<file path="src/rtl/hdl_top_uart.sv">
// SSP-attached UART: 16-deep TX/RX FIFOs, 8N1 framing, RS-232/RS-485 pins.
// Define SSP_UART_RTO_EN to build the receive-timeout (RTO) logic.
module hdl_top_uart (
    input  logic        Clk,
    input  logic        Rst,
    input  logic        SSP_SSEL,
    input  logic        SSP_En,
    input  logic        SSP_EOC,
    input  logic [2:0]  SSP_RA,
    input  logic        SSP_WnR,
    input  logic [11:0] SSP_DI,
    output logic [11:0] SSP_DO,
    input  logic        RxD_232,
    input  logic        RxD_485,
    output logic        TxD_232,
    output logic        TxD_485,
    input  logic        xCTS,
    output logic        xRTS,
    output logic        xDE,
    output logic        IRQ
);
    logic [11:0] r_ucr, r_spr, r_do;
    logic [7:0]  r_tf_mem [16];
    logic [7:0]  r_rf_mem [16];
    logic [3:0]  r_tf_wp, r_tf_rp, r_rf_wp, r_rf_rp;
    logic [4:0]  r_tf_cnt, r_rf_cnt;
    logic        r_tbusy, r_rbusy;
    logic [9:0]  r_tsr;
    logic [7:0]  r_rsr;
    logic [11:0] r_tcnt, r_rcnt;
    logic [3:0]  r_tbit, r_rbit;
    logic        r_rx_m, r_rx_q, r_rx_p;

    logic w_acc, w_wr, w_rd, w_tfc, w_rfc, w_rdr_rd;
    logic w_tf_ne, w_tf_hf, w_tf_ff, w_rf_ne, w_rf_hf, w_rf_ff;
    logic w_tf_push, w_tx_load, w_rf_push, w_rf_pop;
    logic w_rmid, w_rx_done, w_rto;
    logic w_ithe, w_itfe, w_irhf, w_irto;
    logic [11:0] w_usr, w_rdata;

    assign w_acc    = SSP_SSEL & SSP_En & SSP_EOC;
    assign w_wr     = w_acc & SSP_WnR;
    assign w_rd     = w_acc & ~SSP_WnR;
    assign w_tfc    = w_wr & (SSP_RA == 3'd0) & SSP_DI[0];
    assign w_rfc    = w_wr & (SSP_RA == 3'd0) & SSP_DI[1];
    assign w_rdr_rd = w_rd & (SSP_RA == 3'd3);

    assign w_tf_ne = |r_tf_cnt;
    assign w_tf_hf = r_tf_cnt >= 5'd8;
    assign w_tf_ff = r_tf_cnt[4];
    assign w_rf_ne = |r_rf_cnt;
    assign w_rf_hf = r_rf_cnt >= 5'd8;
    assign w_rf_ff = r_rf_cnt[4];

    assign w_tf_push = w_wr & (SSP_RA == 3'd2) & ~w_tf_ff;
    assign w_tx_load = ~r_tbusy & w_tf_ne & ~xCTS;
    assign w_rf_pop  = w_rdr_rd & w_rf_ne;
    assign w_rf_push = w_rx_done & ~w_rf_ff;

    assign w_ithe = r_ucr[2] & (r_tf_cnt <= 5'd8);
    assign w_itfe = r_ucr[3] & ~w_tf_ne & ~r_tbusy;
    assign w_irhf = r_ucr[4] & w_rf_hf;
    assign w_irto = r_ucr[5] & w_rto;
    assign IRQ    = w_ithe | w_itfe | w_irhf | w_irto;

    assign w_usr = {1'b0, w_irto, w_irhf, w_itfe, w_ithe, w_rto,
                    w_rf_ff, w_rf_hf, w_rf_ne, w_tf_ff, w_tf_hf, w_tf_ne};

    always_comb begin
        w_rdata = 12'h000;
        case (SSP_RA)
            3'd0: w_rdata = r_ucr;
            3'd1: w_rdata = w_usr;
            3'd3: if (w_rf_ne) w_rdata = {4'h0, r_rf_mem[r_rf_rp]};
            3'd4: w_rdata = r_spr;
            default: w_rdata = 12'h000;
        endcase
    end

    always_ff @(posedge Clk or negedge Rst) begin
        if (!Rst) begin
            r_ucr <= 12'h000;
            r_spr <= 12'h000;
            r_do  <= 12'h000;
        end else begin
            if (w_wr && SSP_RA == 3'd0) r_ucr <= {SSP_DI[11:2], 2'b00};
            if (w_wr && SSP_RA == 3'd4) r_spr <= SSP_DI;
            if (w_rd) r_do <= w_rdata;
        end
    end

    assign SSP_DO = r_do;

    always_ff @(posedge Clk or negedge Rst) begin
        if (!Rst) begin
            r_tf_wp  <= 4'd0;
            r_tf_rp  <= 4'd0;
            r_tf_cnt <= 5'd0;
        end else if (w_tfc) begin
            r_tf_wp  <= 4'd0;
            r_tf_rp  <= 4'd0;
            r_tf_cnt <= 5'd0;
        end else begin
            if (w_tf_push) r_tf_wp <= r_tf_wp + 4'd1;
            if (w_tx_load) r_tf_rp <= r_tf_rp + 4'd1;
            r_tf_cnt <= r_tf_cnt + {4'd0, w_tf_push} - {4'd0, w_tx_load};
        end
    end

    always_ff @(posedge Clk) begin
        if (w_tf_push) r_tf_mem[r_tf_wp] <= SSP_DI[7:0];
        if (w_rf_push) r_rf_mem[r_rf_wp] <= r_rsr;
    end

    always_ff @(posedge Clk or negedge Rst) begin
        if (!Rst) begin
            r_rf_wp  <= 4'd0;
            r_rf_rp  <= 4'd0;
            r_rf_cnt <= 5'd0;
        end else if (w_rfc) begin
            r_rf_wp  <= 4'd0;
            r_rf_rp  <= 4'd0;
            r_rf_cnt <= 5'd0;
        end else begin
            if (w_rf_push) r_rf_wp <= r_rf_wp + 4'd1;
            if (w_rf_pop) r_rf_rp <= r_rf_rp + 4'd1;
            r_rf_cnt <= r_rf_cnt + {4'd0, w_rf_push} - {4'd0, w_rf_pop};
        end
    end

    // Transmitter: 10-bit frame shifted out LSB first, stop bit refills with 1.
    always_ff @(posedge Clk or negedge Rst) begin
        if (!Rst) begin
            r_tbusy <= 1'b0;
            r_tsr   <= 10'd0;
            r_tcnt  <= 12'd0;
            r_tbit  <= 4'd0;
        end else if (w_tx_load) begin
            r_tbusy <= 1'b1;
            r_tsr   <= {1'b1, r_tf_mem[r_tf_rp], 1'b0};
            r_tcnt  <= 12'd0;
            r_tbit  <= 4'd0;
        end else if (r_tbusy) begin
            if (r_tcnt >= r_spr) begin
                r_tcnt <= 12'd0;
                r_tsr  <= {1'b1, r_tsr[9:1]};
                r_tbit <= r_tbit + 4'd1;
                if (r_tbit == 4'd9) r_tbusy <= 1'b0;
            end else begin
                r_tcnt <= r_tcnt + 12'd1;
            end
        end
    end

    assign TxD_232 = ~r_tbusy | r_tsr[0];
    assign TxD_485 = TxD_232;
    assign xDE     = r_tbusy;
    assign xRTS    = w_rf_ff;

    assign w_rmid    = r_rbusy & (r_rcnt == {1'b0, r_spr[11:1]});
    assign w_rx_done = w_rmid & (r_rbit == 4'd9) & r_rx_q;

    always_ff @(posedge Clk or negedge Rst) begin
        if (!Rst) begin
            r_rx_m  <= 1'b0;
            r_rx_q  <= 1'b0;
            r_rx_p  <= 1'b0;
            r_rbusy <= 1'b0;
            r_rcnt  <= 12'd0;
            r_rbit  <= 4'd0;
            r_rsr   <= 8'd0;
        end else begin
            r_rx_m <= r_ucr[6] ? RxD_485 : RxD_232;
            r_rx_q <= r_rx_m;
            r_rx_p <= r_rx_q;
            if (!r_rbusy) begin
                if (r_rx_p && !r_rx_q) begin
                    r_rbusy <= 1'b1;
                    r_rcnt  <= 12'd0;
                    r_rbit  <= 4'd0;
                end
            end else begin
                if (r_rcnt >= r_spr) begin
                    r_rcnt <= 12'd0;
                    r_rbit <= r_rbit + 4'd1;
                end else begin
                    r_rcnt <= r_rcnt + 12'd1;
                end
                // A start bit that reads 1 at mid-bit was a glitch.
                if (w_rmid) begin
                    if (r_rbit == 4'd0 && r_rx_q) r_rbusy <= 1'b0;
                    else if (r_rbit == 4'd9) r_rbusy <= 1'b0;
                    else if (r_rbit != 4'd0) r_rsr <= {r_rx_q, r_rsr[7:1]};
                end
            end
        end
    end

`ifdef SSP_UART_RTO_EN
    logic        r_rto;
    logic [11:0] r_rto_bc;
    logic [5:0]  r_rto_bits;

    always_ff @(posedge Clk or negedge Rst) begin
        if (!Rst) begin
            r_rto      <= 1'b0;
            r_rto_bc   <= 12'd0;
            r_rto_bits <= 6'd0;
        end else begin
            if (w_rfc || w_rdr_rd) r_rto <= 1'b0;
            else if (r_rto_bits == 6'd40) r_rto <= 1'b1;
            if (w_rfc || w_rdr_rd || w_rf_push || !w_rf_ne) begin
                r_rto_bc   <= 12'd0;
                r_rto_bits <= 6'd0;
            end else if (r_rto_bits != 6'd40) begin
                if (r_rto_bc >= r_spr) begin
                    r_rto_bc   <= 12'd0;
                    r_rto_bits <= r_rto_bits + 6'd1;
                end else begin
                    r_rto_bc <= r_rto_bc + 12'd1;
                end
            end
        end
    end

    assign w_rto = r_rto;
`else
    assign w_rto = 1'b0;
`endif

endmodule

</file>
<file path="config.mk">
export PLATFORM = sky130hd
export DESIGN_NAME = hdl_top_uart
export DESIGN_NICKNAME = d
export VERILOG_FILES = /design/src/rtl/hdl_top_uart.sv
export SDC_FILE = /design/constraint.sdc
export NUM_CORES = 1
export LEC_CHECK = 0
export CAP_MARGIN = 0
export CORE_ASPECT_RATIO = 1.1
export CORE_MARGIN = 8
export CORE_UTILIZATION = 30
export CTS_CLUSTER_SIZE = 40
export DETAILED_ROUTE_END_ITERATION = 10
export SYNTH_ARGS = -nofsm -noshare
export SYNTH_HDL_FRONTEND = slang
export SYNTH_SLANG_ARGS = --single-unit
</file>
<file path="constraint.sdc">
create_clock -name Clk -period 6.9 [get_ports Clk]
set_clock_uncertainty 0.2 [all_clocks]
set_input_delay 0.69 -clock Clk [delete_from_list [all_inputs] [get_ports Clk]]
set_output_delay 0.69 -clock Clk [all_outputs]
set_load 0.1 [all_outputs]
</file>
==> results.ini, run 1 <==
[run_status]
outcome = finished, final reports clean

[sta]
rsz0062_at_grt = false
finalCritPeriodShare_pct = 62.2
worst_pin_slew_ps = 1190
slew_violations = 0
max-slew-margin-rel_pct = 20.5
fin_setup_tns_ps = 0
fin_ws_ps = 2610
fmax_mhz = 233
holdWs_ps = 154
layout_min_cycle_time_ps = 4290
setup_viol = 0
final-hold-violation-count = 0

[logic_synthesis]
synth_fa_ha_area_share_pct = 4.50
ys_top_cells_by_area = edfxtp_1 (47%), dfrtp_1 (17%), mux4_2 (9.8%), ha_1 (4.3%), mux2_2 (2.1%)
syn_area_um2 = 16500
synth_compound_area_share_pct = 5.29
yosys.area.top_type = edfxtp_1
ys_seq_elements = 371
ys.warnings.count = 0
synth_flop_cell = edfxtp_1
avgSynthCellArea_um2 = 15.3
synth_simple_gate_area_share_pct = 7.90
synth_top_family_by_area = multiplexers
syn_nets = 1159
async_reset_ff_share_pct = 31.0
synth_edf_count = 256
ys_seq_area_share_pct = 64.1
synthMuxAreaShare_pct = 13.6
synth_xor_area_share_pct = 2.07
synthDistinctLibCells = 58
yosys.area.top_type_share_pct = 46.7
syn_inst = 1077

[critical_path]
cp_max_fo = 5
startpoint_type = flop
end_kind = output port
crit_type = reg2out
critical_path_arrival_ps = 3400
crit_chain = inv_1, ha_1, nor4b_2, nand3b_1, nand3_1, clkdlybuf4s50_1
critPathSlowestCell = clkdlybuf4s50_1
critPathMaxStageDelay_ps = 1190
cp.required_ps = 6010

[drt]
first_pass_iters = 5
post_drt_wl_per_cell_um = 19.1
drc = 0
drt_iter0_drc = 644
avgViaCountPerCell = 4.84
wl_um = 36200
ant_nets = 0
vias = 9145

[placed_design]
dpl.cell_count = 1814
dp_slack_ps = 2370
io_buffer_count = 40
place_area_um2 = 17700
place.gp.congestion = 0.782
dp_hpwl_um = 24400

[grt]
antenna_found_initial = 1
grt_pass1_vias = 9316
grt_first_pass_wirelength_um = 56500
grt_overflow = 0
grt_usage_pct = 11.6
grt_max_degree = 42

[power_and_ir_drop]
total_power_mw = 6.76
power_density_nw_per_um2 = 354
swShare_pct = 29.8
leakage_nw = 6.99
switchingPower_mw = 2.01
seqPwrFrac_pct = 43.5
p_int_mw = 4.75
clkPwrFrac_pct = 33.6
irDropWorstVdd_mv = 0.161
combPwrFrac_pct = 22.9

[final_layout]
design_area_um2 = 19100
drive_above_1_share_pct = 16.3
fin_nets = 1203
finalNonFillerCells = 1889
insertedDiodeCount = 0
final_util_pct = 35.0
synthToLayoutAreaGrowth_pct = 15.9

[clock_network]
h-tree-depth = 2
numCtsBuffers = 40
clock_latency_ps = 550
cts_setup_buffers = 0
cts_sinks = 371
cts_buffer_depth = 3
clkTransAtPathRegs_ps = 60
cts_tree = built
cts_root_buf = clkbuf_16

[die]
ios = 41
num_rows = 90
die_w_um = 239
core_um2 = 54600
start_util_pct = 30.2
fp.dieH_um = 262
fp.dieArea_um2 = 62700

[worst_hold_path]
hold_class = reg2reg

[flow_run]
maxCapViolations = 0

## area by class of cell
type | instances | area (µm²)
multi-input cells | 603 | 5510
well taps | 736 | 921
fillers | 5197 | 35500
repair buffers | 52 | 490
inverters | 53 | 199
flip-flops and latches | 371 | 10600
clock buffers | 51 | 1100
clock inverters | 23 | 299
## kinds of logic after synthesis
logic type      Yosys count
flops                   371
mux                     130
simple gates            245
compound gates          131
fa+ha+maj                58
buf+inv                 103
xor+xnor                 39
## placed cells by master (no fill, tap or decap), drive strengths merged, types with 4 or more instances in the layout
| cell type | n |
|---|---|
| nor2 | 48 |
| a21o | 10 |
| nor4 | 8 |
| a22o | 12 |
| clkbuf | 51 |
| a211oi | 5 |
| mux2i | 26 |
| bufinv | 7 |
| nor4b | 4 |
| nand3b | 9 |
| xor2 | 24 |
| mux2 | 32 |
| nor2b | 6 |
| o22ai | 7 |
| and2 | 42 |
| inv | 54 |
| buf | 12 |
| and3 | 9 |
| nand2b | 8 |
| a21oi | 24 |
| a311oi | 7 |
| nand4 | 11 |
| mux4 | 72 |
| dfrtp | 115 |
| edfxtp | 256 |
| or3 | 8 |
| xnor2 | 15 |
| clkinv | 15 |
| ha | 56 |
| nand2 | 52 |
| a22oi | 5 |
| nor3 | 8 |
| o21ai | 37 |
| clkdlybuf4s50 | 39 |
| nand3 | 22 |
## metal layers
metal / up-vias / part of all wire, % / global-route usage (%)
met1: 4729 / 46 / 15.7
met4: 2 / 2.3 / 3.48
met3: 52 / 4.4 / 2.50
li1: 4191 / - / -
met5: - / 0.025 / 0
met2: 171 / 47 / 18.6
## path summary, 6_finish.rpt
| check | startpoint | to | slack (ps) | cells after the start |
|---|---|---|---|---|
| max | r_tf_cnt[3] | IRQ | 2610 | 6 |
| min | r_rx_m | r_rx_q | 150 | 0 |
| max reg2reg | r_tf_cnt[3] | r_tf_cnt[4] | 3110 | 13 |
| min reg2reg | r_rx_m | r_rx_q | 150 | 0 |
| max in group asynchronous | Rst | r_tf_rp[0] | 4490 | 4 |
| min in group asynchronous | Rst | r_rsr[6] | 480 | 2 |
## repair_timing
action,CTS,global route
gates resized for setup,0,0
endpoints found under the hold margin,39,0
hold buffers,1,0
## worst max-delay path: cells and delay by family, from the launching register on
| family | cells | cell delay, ps |
|---|---|---|
| fa+ha+maj | 1 | 150 |
| flops | 1 | 380 |
| buf+inv | 2 | 1300 |
| simple gates | 3 | 1030 |
## flip-flops by register name, summed over array words and instances (netlist names), 4 cells and up
signal,cells
SSP_DO,12
r_rbit,4
r_rcnt,12
r_rf_cnt,5
r_rf_mem,128
r_rf_rp,4
r_rf_wp,4
r_rsr,8
r_spr,12
r_tbit,4
r_tcnt,12
r_tf_cnt,5
r_tf_mem,128
r_tf_rp,4
r_tf_wp,4
r_tsr,10
r_ucr,10
## cell usage after synthesis, drive strengths merged, types with 22 or more instances
cell and instances:
edfxtp 256, clkbuf 33, o21ai 37, xor2 24, inv 53, mux2i 26
mux4 72, a21oi 24, dfrtp 115, and2 42, nor2 48, nand3 22
mux2 32, nand2 52, ha 56
## power groups by stage
stage          Sequential (mW)  Combinational, mW  Clock [mW]
6_report                  2.94               1.55        2.27
5_1_grt                   2.98               1.72        2.41
4_1_cts                   2.95               1.58        2.33
3_5_place_dp              2.99               1.57           0
3_3_place_gp              2.97               1.54           0
2_1_floorplan             2.94               1.15           0
(Power assumes the default switching activity.)
==> inputs of run 2 (changes only) <==
Clock period 6.9 ns to 3.7 ns, I/O delays scaled along.
==> run 2 against run 1 <==
Effect of this change:
- sequential cell count stayed put
- global-route usage hardly changed
- first-iteration DRC count is 7.6% higher
- design area hardly changed
- sequential power is 88% higher
- sequential share of layout area hardly changed
- largest power group unchanged
- cell count is 0.64% higher
- routed wire length is 0.62% lower
- largest cell class unchanged
- combinational power is 87% higher
- die area stayed put
- critical path depth is 8 higher
- worst setup slack worse by 2300 ps
- highest routed layer is now met4
==> results.ini, run 2 (synthesis gave the netlist of run 1 again) <==
[run_status]
outcome = finished, final reports clean  ; unchanged

[clock_network]
cts.repair.resized = 0  ; unchanged
clkTransAtPathRegs_ps = 60  ; about the same
numCtsBuffers = 39  ; was 40
h-tree-depth = 2  ; unchanged
cts_sinks = 371  ; unchanged
cts_tree = built  ; unchanged
cts_buffer_depth = 3  ; unchanged
clock_latency_ps = 540  ; was 550 ps
cts_setup_buffers = 0  ; unchanged
cts_root_buf = clkbuf_16  ; unchanged

[placed_design]
io_buffer_count = 40  ; unchanged
dp_hpwl_um = 24500  ; was 24,400 µm
place.gp.congestion = 0.786  ; was 0.782
place_area_um2 = 17800  ; was 17,700 µm²
dp_slack_ps = 45.9  ; was 2370 ps

[critical_path]
crit_chain = xor2_1, nor4_1, nand3_1, or3_1, ha_1, inv_1, ha_1, inv_1, fa_1, inv_1, a21oi_1, nor2_1, or3_1, a21oi_1  ; was inv_1, ha_1, nor4b_2, nand3b_1, nand3_1, clkdlybuf4s50_1
crit_type = reg2reg  ; was reg2out
critPathBufInv = 3  ; was 2
critPathSlowestCell = or3_1  ; was clkdlybuf4s50_1
cp.required_ps = 3960  ; was 6010 ps
startpoint_type = flop  ; unchanged
end_kind = flop  ; was output port
critPathMaxStageDelay_ps = 530  ; was 1190 ps
cp_common_cell = inv_1
critical_path_arrival_ps = 3650  ; was 3400 ps
cp_max_fo = 9  ; was 5
cp_top_family = simple AND/OR/NAND/NOR gates  ; was buffers and inverters

[final_layout]
drive_above_1_share_pct = 17.9  ; was 16.3%
reg.largest.list = r_rf_mem x128, r_tf_mem x128  ; unchanged
synthToLayoutAreaGrowth_pct = 15.9  ; about the same
design_area_um2 = 19100  ; about the same
fin_nets = 1219  ; was 1,203
final_util_pct = 35.0  ; about the same
fillCellCount = 5199  ; was 5,197
final_common_cell = edfxtp_1  ; unchanged
final_cell_mix = edfxtp_1 (256), dfrtp_1 (113), mux4_2 (72), ha_1 (56), inv_1 (53)  ; unchanged
insertedDiodeCount = 0  ; unchanged

[sta]
fin_setup_tns_ps = 0  ; unchanged
max-slew-margin-rel_pct = 33.6  ; was 20.5%
layout_min_cycle_time_ps = 3390
rsz0062_at_grt = false  ; unchanged
fmax_mhz = 295
finalCritPeriodShare_pct = 91.6
slew_violations = 0  ; unchanged
setup_viol = 0  ; unchanged
worst_pin_slew_ps = 993  ; was 1190 ps
final-hold-violation-count = 0  ; unchanged
fin_ws_ps = 311  ; was 2610 ps

[die]
num_rows = 90  ; unchanged
fp.dieH_um = 262  ; unchanged
fp.dieArea_um2 = 62700  ; unchanged
start_util_pct = 30.2  ; unchanged
ios = 41  ; unchanged
core_um2 = 54600  ; unchanged
die_w_um = 239  ; unchanged

[grt]
grt_first_pass_wirelength_um = 56400  ; was 56,500 µm
grt_max_degree = 83  ; was 42
grt_overflow = 0  ; unchanged
grt_pass1_vias = 9646  ; was 9,316
antenna_found_initial = 0  ; was 1
grt_usage_pct = 11.6  ; about the same

[drt]
ant_nets = 0  ; unchanged
post_drt_wl_per_cell_um = 18.9  ; was 19.1 µm
avgViaCountPerCell = 4.78  ; was 4.84
vias = 9082  ; was 9,145
first_pass_iters = 5  ; unchanged
drc = 0  ; unchanged
wl_um = 35900  ; was 36,200 µm
drt_iter0_drc = 693  ; was 644

[power_and_ir_drop]
total_power_mw = 12.3  ; was 6.76 mW
irDropWorstVdd_mv = 0.315  ; was 0.161 mV
leakage_nw = 7.02  ; was 6.99 nW
power_density_nw_per_um2 = 644  ; was 354 nW/µm²

[worst_hold_path]
hold_class = in2async  ; was reg2reg

[flow_run]
maxCapViolations = 0  ; unchanged

[run 2: cell types whose count changed in the layout (fill, tap and decap cells not counted), moves of 2 or more]
cell and delta:
bufinv_16 -4, clkinv_1 -5, clkbuf_16 -2, clkinv_2 +3, clkdlybuf4s50_1 -4, buf_12 +3
buf_4 +18
[run 2: final cells by class]
class	count	area [µm²]	share of cell area [%]
sequential	371	10600	55.3
multi-input combinational	603	5510	28.9
clock buffer	50	1070	5.59
tap	736	921	4.82
timing repair buffer	69	646	3.38
inverter	53	199	1.04
clock inverter	19	184	0.963
[run 2: routing by layer]
layer | track usage [%] | wire length [µm]
met4 | 3.51 | 745
met5 | 0 | 0
met2 | 19.0 | 17000
met1 | 15.5 | 16700
met3 | 2.24 | 1510
[run 2: worst reg2reg max path: stages (launching register included)]
cell and delay, ps:
dfrtp_1 460, xor2_1 200, nor4_1 280, nand3_1 170, or3_1 530, ha_1 340
inv_1 40, ha_1 180, inv_1 70, fa_1 200, inv_1 50, a21oi_1 120
nor2_1 60, or3_1 300, a21oi_1 140
[run 2: final timing paths]
path,start,to,slack [ps],cells past startpoint
worst max-delay path,r_rcnt[2],r_rf_cnt[4],310,14
worst min-delay path,Rst,r_rsr[5],150,2
worst max register to register,r_rcnt[2],r_rf_cnt[4],310,14
worst min register to register,r_rx_m,r_rx_q,160,0
max in group asynchronous,Rst,r_tsr[4],2270,3
min in group Clk,r_rx_m,r_rx_q,160,0
[run 2: per-stage QoR]
| step | cells | hold WS [ps] |
|---|---|---|
| global placement | 1831 | 143 |
| CTS | 1901 | 152 |
| detailed placement | 1831 | 136 |
| floorplan | 1077 | -126 |
| finish | 1901 | 155 |
| global route | 1901 | 168 |
[run 2: power by group]
part | switching [mW] | internal (mW) | leakage (nW)
Combinational | 1.55 | 1.35 | 2.63
Clock | 1.60 | 2.26 | 0.625
Sequential | 0.578 | 4.95 | 3.76
[run 2: timing repair]
| action | CTS | global route |
|---|---|---|
| hold buffers | 1 | 0 |
| setup endpoints to repair | 0 | 0 |
| endpoints found under the hold margin | 33 | 0 |
